**src/rtl/lbmem_pkg.sv**
```systemverilog
// Shared types and parameter checks for the line-buffer memory.
package lbmem_pkg;

    // Buffer operating mode: accumulate a window, stream it, or empty it.
    typedef enum logic [1:0] {
        FILL   = 2'd0,
        STREAM = 2'd1,
        DRAIN  = 2'd2
    } lb_state_t;

    // Default geometry used when a parent does not override the parameters.
    localparam int LB_DEF_WIDTH      = 8;
    localparam int LB_DEF_DEPTH      = 64;
    localparam int LB_DEF_LINE       = 8;
    localparam int LB_DEF_AUTO_DRAIN = 1;

    // True when depth is a power of two (>= 2) and 1 <= line <= depth.
    function automatic bit lb_params_ok(input int depth, input int line);
        bit pow2;
        pow2 = (depth >= 2) && ((depth & (depth - 1)) == 0);
        return pow2 && (line >= 1) && (line <= depth);
    endfunction

endpackage

```
**src/rtl/lbmem_ram.sv**
```systemverilog
// Storage array for the line buffer: one synchronous write port and one
// asynchronous read port, so the head word is visible without a read cycle.
module lbmem_ram #(
    parameter int WIDTH = 8,
    parameter int DEPTH = 64,
    parameter int AW    = $clog2(DEPTH)
) (
    input  logic             CLK,
    input  logic             we,
    input  logic [AW-1:0]    waddr,
    input  logic [WIDTH-1:0] wdata,
    input  logic [AW-1:0]    raddr,
    output logic [WIDTH-1:0] rdata
);

    logic [WIDTH-1:0] mem [DEPTH];

    // Write port: contents are deliberately not reset.
    always_ff @(posedge CLK) begin
        if (we) begin
            mem[waddr] <= wdata;
        end
    end

    // First-word fall-through read of the current head entry.
    assign rdata = mem[raddr];

endmodule

```
**src/rtl/lbmem_stream.sv**
```systemverilog
// Line-buffer memory: circular store that fills to LINE words, then releases
// each word LINE accepted writes after it arrived; drains leftovers when the
// producer stops (AUTO_DRAIN) or on a flush pulse.
//
// Handshakes: a write transfers on a cycle where wen && wready; a read
// transfers on a cycle where rvalid && rready. wready and rvalid depend only
// on registered state, never on wen/rready, so neither side can create a
// combinational loop through this block.
module lbmem_stream
    import lbmem_pkg::*;
#(
    parameter int WIDTH      = LB_DEF_WIDTH,
    parameter int DEPTH      = LB_DEF_DEPTH,
    parameter int LINE       = LB_DEF_LINE,
    parameter int AUTO_DRAIN = LB_DEF_AUTO_DRAIN
) (
    input  logic                     CLK,
    input  logic                     RESET_N,
    input  logic [WIDTH-1:0]         wdata,
    input  logic                     wen,
    output logic                     wready,
    output logic [WIDTH-1:0]         rdata,
    output logic                     rvalid,
    input  logic                     rready,
    input  logic                     flush,
    output logic [$clog2(DEPTH):0]   count,
    output logic                     overflow
);

    localparam int AW = $clog2(DEPTH);
    localparam int CW = AW + 1;
    localparam logic [CW-1:0] DEPTH_C = CW'(DEPTH);
    localparam logic [CW-1:0] LINE_C  = CW'(LINE);
    localparam logic [CW-1:0] ZERO_C  = '0;
    localparam bit            AD      = (AUTO_DRAIN != 0);

    if (!lb_params_ok(DEPTH, LINE)) begin : g_bad_params
        $error("lbmem_stream: DEPTH must be a power of two >= 2 and 1 <= LINE <= DEPTH");
    end

    // Mode register, kept as a named signal so checkers can observe it.
    lb_state_t state;

    logic [AW-1:0] waddr;
    logic [AW-1:0] raddr;
    logic          wr_fire;
    logic          rd_fire;
    logic [CW-1:0] count_next;
    logic          drain_blocks_wr;

    // Without auto-drain a flush owns the buffer until it is empty, so
    // writes are held off for the whole drain.
    assign drain_blocks_wr = (state == DRAIN) && !AD;

    assign wready = (count != DEPTH_C) && !drain_blocks_wr;

    assign rvalid = ((state == STREAM) && (count >= LINE_C)) ||
                    ((state == DRAIN)  && (count != ZERO_C));

    assign wr_fire = wen && wready;
    assign rd_fire = rvalid && rready;

    // Occupancy after this edge: used both for the counter and for FSM
    // decisions so that mode changes see the post-transfer fill level.
    always_comb begin
        count_next = count;
        count_next = count + CW'(wr_fire) - CW'(rd_fire);
    end

    lbmem_ram #(
        .WIDTH (WIDTH),
        .DEPTH (DEPTH),
        .AW    (AW)
    ) u_ram (
        .CLK   (CLK),
        .we    (wr_fire),
        .waddr (waddr),
        .wdata (wdata),
        .raddr (raddr),
        .rdata (rdata)
    );

    // Circular pointers and occupancy; pointer width gives the modulo wrap.
    always_ff @(posedge CLK) begin
        if (!RESET_N) begin
            waddr <= '0;
            raddr <= '0;
            count <= '0;
        end else begin
            if (wr_fire) begin
                waddr <= waddr + AW'(1);
            end
            if (rd_fire) begin
                raddr <= raddr + AW'(1);
            end
            count <= count_next;
        end
    end

    // Sticky record that the producer pushed while the buffer refused it.
    always_ff @(posedge CLK) begin
        if (!RESET_N) begin
            overflow <= 1'b0;
        end else if (wen && !wready) begin
            overflow <= 1'b1;
        end
    end

    // Mode sequencing; flush wins over every other condition.
    always_ff @(posedge CLK) begin
        if (!RESET_N) begin
            state <= FILL;
        end else begin
            case (state)
                FILL: begin
                    if (flush && (count_next != ZERO_C)) begin
                        state <= DRAIN;
                    end else if (count_next >= LINE_C) begin
                        state <= STREAM;
                    end
                end
                STREAM: begin
                    if (flush) begin
                        state <= DRAIN;
                    end else if (AD && !wen) begin
                        state <= DRAIN;
                    end
                end
                DRAIN: begin
                    if (count_next == ZERO_C) begin
                        state <= FILL;
                    end else if (AD && wr_fire && (count_next >= LINE_C)) begin
                        state <= STREAM;
                    end
                end
                default: state <= FILL;
            endcase
        end
    end

endmodule
```
**config.mk**
```make
export PLATFORM = sky130hd
export DESIGN_NAME = lbmem_stream
export DESIGN_NICKNAME = d
export VERILOG_FILES = /design/src/rtl/lbmem_pkg.sv /design/src/rtl/lbmem_ram.sv /design/src/rtl/lbmem_stream.sv
export SDC_FILE = /design/constraint.sdc
export NUM_CORES = 1
export LEC_CHECK = 0
export CAP_MARGIN = 20
export CORE_MARGIN = 5
export CORE_UTILIZATION = 64
export DETAILED_ROUTE_END_ITERATION = 10
export GPL_ROUTABILITY_DRIVEN = 1
export PLACE_DENSITY = 0.81
export SLEW_MARGIN = 20
export SYNTH_ARGS = -nofsm -noshare
export SYNTH_HDL_FRONTEND = slang
export SYNTH_SLANG_ARGS = --single-unit
```
**constraint.sdc**
```tcl
create_clock -name CLK -period 9.9 [get_ports CLK]
set_clock_uncertainty 0.2 [all_clocks]
set_input_delay 1.485 -clock CLK [delete_from_list [all_inputs] [get_ports CLK]]
set_output_delay 1.485 -clock CLK [all_outputs]
set_load 0.05 [all_outputs]
```
* Word-level counts from Yosys, hierarchy flattened
Memories as Yosys holds them, arrays and structs flattened. A register that Yosys moved wholly into a read port is not among the register bits.
Cells that the tools add are included.
** Cells by class
- $add $sub $neg :: 4
- Multipliers :: 0
- Div/mod/pow operators :: 0
- Magnitude comparators :: 2
- Equality and inequality tests :: 6
- Shifts and indexed selects :: 0
- Muxes and demuxes :: 11
- Bitwise operators :: 0
- Reductions and logical operators :: 14
** Operators with widths (number)
- greater-or-equal comparator 7 x 4 -> 1 bit, second input constant :: 2
- nonzero test 7 bit :: 2
- adder 6 x 1 -> 6 bit, second input constant :: 2
- two-way mux 2 bit :: 6
- two-way mux 6 bit :: 2
- adder 7 x 1 -> 7 bit :: 1
- logical AND 1 bit :: 7
- zero test 7 bit :: 1
- != test 7 bit, second input constant :: 1
- subtractor 7 x 1 -> 7 bit :: 1
- != test 3 bit, second input constant :: 2
- one-hot mux 2 bit (3 select lines) :: 1
- != test 3 x 1 -> 1 bit, second input constant :: 1
- AND reduction 3 bit :: 1
- == test 2 x 1 -> 1 bit, second input constant :: 1
- == test 2 bit, second input constant :: 1
- zero test 2 bit :: 1
- two-way mux 1 bit :: 2
- zero test 1 bit :: 1
- logical OR 1 bit :: 1
** Storage, ports and cells
- Register bits after elaboration :: 22
- Bits in latches :: 0
- RAM bits :: 512
- Memory bits (read-only) :: 0
- Input port bits :: 13
- Output and inout port bits :: 18
- Logic and storage cells :: 43
- Memories :: 1
** Memory list
- u_ram.mem :: words 64, width 8, read ports 1, clocked after memory_dff 1, wr ports 1, line lbmem_ram.sv:16 : logic [WIDTH-1:0] mem [DEPTH];

* Logic depth before layout (Yosys ltp)
- Word-level depth :: 10
- Mapped depth :: 18
- Depth with buffers taken out :: 18

* Cells and area by module
A second synthesis with hierarchy kept.
** Unflattened totals
- Cell total of the unflattened synthesis :: 1085
- Area, all modules :: 21405.5 µm²
** By module, submodules not included
- lbmem_ram :: times used 1, cells an instance 932, area each 20006.7 µm², seq. area each 15374.7 µm²
- lbmem_stream :: times used 1, cells an instance 153, area each 1398.8 µm², seq. area each 440.4 µm²

* Least setup slack after synthesis
OpenSTA, ideal clock, no wires.
- Path type :: reg-to-reg
- Start :: register count[4]
- End :: register state[0]
- Data arrival time :: 4.298 ns
- Slack :: 5.299 ns
- Cell stages (with the launch flop) :: 19
- Buffers on the path :: 0
- Clock period less this slack :: 4.601 ns
- Cell sequence :: dfxtp_1 > inv_1 > ha_1 > nor4b_1 > a221o_1 > a31oi_2 > nand2b_1 > inv_1 > ha_1 > inv_1 > ha_1 > inv_1 > fa_1 > nand2b_1 > a211oi_2 > mux2i_1 > a2111oi_4 > a21oi_1 > a2111oi_2
** On the way
- Cells in the longest elaborated chain, start to end :: 9
** Ends and longest elaborated chain
- start, declared :: line lbmem_stream.sv:26 : output logic [$clog2(DEPTH):0] count,
- start signal, assigned :: line lbmem_stream.sv:96 : count <= count_next;
- parallel branches: the longest is 9 deep, another holds adder 7 x 1 -> 7 bit
- end signal, assigned :: line lbmem_stream.sv:117 : state <= DRAIN;
- end signal, assigned :: line lbmem_stream.sv:119 : state <= STREAM;
- end signal, assigned :: line lbmem_stream.sv:133 : state <= STREAM;
- end, declared :: line lbmem_stream.sv:42 : lb_state_t state;
Parallel ways; which one is timed is not known.
A chain may end at the register's enable or synchronous reset.

==> run metrics <==
status=complete, no violations; total gr overflow=0; routability cong.=0.833; worst path required time=8.22 ns; Async SR Flop Fraction=0%; max-slew headroom at the worst pin=33.0%; GRT Resource Usage Total=26.7%; initial antenna violation count=0; die span in y=191 µm; Hold Vio Cnt, Final=0; Clk Latency, worst-skew pair=0.56 ns; peak supply drop=235 µV; Slew Viols, Final=0; Port Buffers=30; clock tree buffer depth=3; Tightest Pin Transition=1.00 ns; period utilization=64.7%; TNS Setup=0 ns; ANT nets after route=0; post-synthesis cell area=21,100 µm²; Lkg Pwr=7.23 nW; Clk pin slew, worst setup/hold paths=0.06 ns; total die area=36,700 µm²; Multi-input gate area=4840 µm²; EDFF count, synth=512; TritonCTS clock tree=done; first-pass GRT wire length=71,100 µm; worst path arrival time=4.72 ns; Crit Path Class=flip-flop to output pin; clock sink count=540; synth unique cells=51; vias in the first global route=11,200; Chip Width=191 µm; unrepaired setup endpoints after global routing=no; Worst Setup Start Kind=flip-flop; Final HPWL DP=25,600 µm; fin crit period=6.41 ns; Avg Cell Area, Syn=20.3 µm²; critical path fanouts, max=70; Initial Util=64.8%; Sequential Area=15,900 µm²; largest net degree at the start of global routing=100; Vias/cell=6.95; # resized after CTS=0; Max Clk Rate=156 MHz; Max-Cap Viols=0; most frequent cells in the layout=512 x edfxtp_1, 128 x mux4_2, 85 x nor2_1, 50 x clkbuf_16, 40 x a22oi_1; Synthesized Nets=1,069; Layout area overhead=10.9%; final wirelength=47,500 µm; Yosys reg bits=540; # DRC=0; DR vias=10,800; Post-CTS Setup Inserts=0; core area=32,500 µm²; Ports=31; wire length per cell=30.5 µm; HP Class=flip-flop to flip-flop; number of DRC markers in iteration 0=1,367; ratio of cells with drive above 1 in the final layout=20.7%; # fillers=1,843; clock root buffer=clkbuf_16; Synth Instances=1,040; H-tree lvl count=2; power density cells=242 nW/µm²; nets@finish=1,101; Pre-antenna DRT Iters=6; # rows=66; Final setup violation count=0; CP Capture Type=output pin; Seq/Total Area, Yosys=75.6%; CTS hold repair buffers=0; Synth Flop Type=edfxtp_1; fin util=71.9%; CTS Buf Count=50; commonest non-fill, non-tap cell in the layout=edfxtp_1; warnings from Yosys=0; Antenna diodes=0
metal layers:
metal	global-route usage (%)	vias to the layer above	wire, µm
met2	43.6	784	23700
li1	-	4366	-
met5	0	-	0
met4	8.90	0	1640
met1	37.2	5534	17200
met3	4.99	130	4960
cells by family (layout without fill, tap and decap cells):
logic type / Yosys count / count (layout) / synth area share, %
flops: 540 / 540 / 75.6
simple gates: 160 / 160 / 3.52
mux: 131 / 131 / 13.8
compound gates: 110 / 110 / 4.23
buf+inv: 74 / 147 / 1.47
fa+ha+maj: 16 / 16 / 0.985
xor+xnor: 9 / 9 / 0.374
layout make-up:
class | instances | area share [%]
tap | 442 | 2.37
inverter | 18 | 0.289
sequential | 540 | 68.2
clock buffer | 64 | 5.70
timing repair buffer | 36 | 1.43
clock inverter | 29 | 1.31
multi-input combinational | 426 | 20.7
flip-flops by register name, indices dropped and copies added, names as in the netlist, named ones only:
name and count:
u_ram.mem 512, count 7, raddr 6, waddr 6, state 2, overflow 1
power by group:
group | switching [mW] | internal, mW
Clock | 0.823 | 1.11
Sequential | 0.0721 | 2.54
Combinational | 0.620 | 0.501
synthesized netlist by cell type (2+ instances only):
library cell | instances | share of area, %
edfxtp_1 | 512 | 73
mux4_2 | 128 | 14
nor2_1 | 86 | 1.5
a22oi_1 | 40 | 1.4
clkbuf_1 | 31 | 0.55
dfxtp_1 | 28 | 2.7
nand2_1 | 28 | 0.50
inv_1 | 18 | 0.32
a221oi_1 | 16 | 0.66
a22o_1 | 16 | 0.66
ha_1 | 15 | 0.89
buf_2 | 13 | 0.31
a21oi_1 | 10 | 0.24
buf_1 | 9 | 0.16
o221ai_1 | 8 | 0.33
and2_1 | 5 | 0.15
xnor2_1 | 5 | 0.21
nand3_1 | 4 | 0.095
nand3b_1 | 4 | 0.14
nand4_1 | 4 | 0.12
nor2b_1 | 4 | 0.12
o21ai_0 | 4 | 0.095
or3_1 | 4 | 0.12
xor2_1 | 4 | 0.17
a211oi_1 | 3 | 0.11
mux2i_1 | 3 | 0.14
nand2b_1 | 3 | 0.089
nor3b_1 | 3 | 0.11
o21a_1 | 3 | 0.11
a31oi_2 | 2 | 0.12
and2b_1 | 2 | 0.071
buf_4 | 2 | 0.071
nand4b_1 | 2 | 0.083
nor3_1 | 2 | 0.047
nor4b_1 | 2 | 0.083
or3b_2 | 2 | 0.083
worst max-delay path, stage by stage (launching register included):
cell	delay, ns
dfxtp_4	0.95
buf_4	0.89
mux4_2	0.44
a22o_1	0.22
a221oi_1	0.53
o221ai_1	0.28
clkdlybuf4s50_1	0.75
metrics by stage:
stage               total power [mW]  hold WS (ns)  instances  cell area, µm²  setup slack [ns]
floorplan                       3.48         0.272       1040           21100              5.30
global placement                3.75         0.256       1462           21700              4.11
detailed placement              3.77         0.271       1462           21700              4.08
CTS                             5.68         0.289       1555           23400              3.51
global route                    5.86         0.298       1555           23400              3.27
finish                          5.66         0.286       1555           23400              3.49
final timing paths:
| check | cells after the start | start | end | slack [ns] |
|---|---|---|---|---|
| setup reg to reg | 18 | count[4]$_SDFF_PN0_ | state[0]$_SDFFE_PN0P_ | 5.21 |
| hold / removal | 1 | overflow$_SDFFE_PN0P_ | overflow$_SDFFE_PN0P_ | 0.29 |
| setup / recovery | 6 | flip-flop | rdata[6] | 3.49 |
| hold reg to reg | 1 | overflow$_SDFFE_PN0P_ | overflow$_SDFFE_PN0P_ | 0.29 |
No activity file was read; power rests on OpenSTA's default activity.
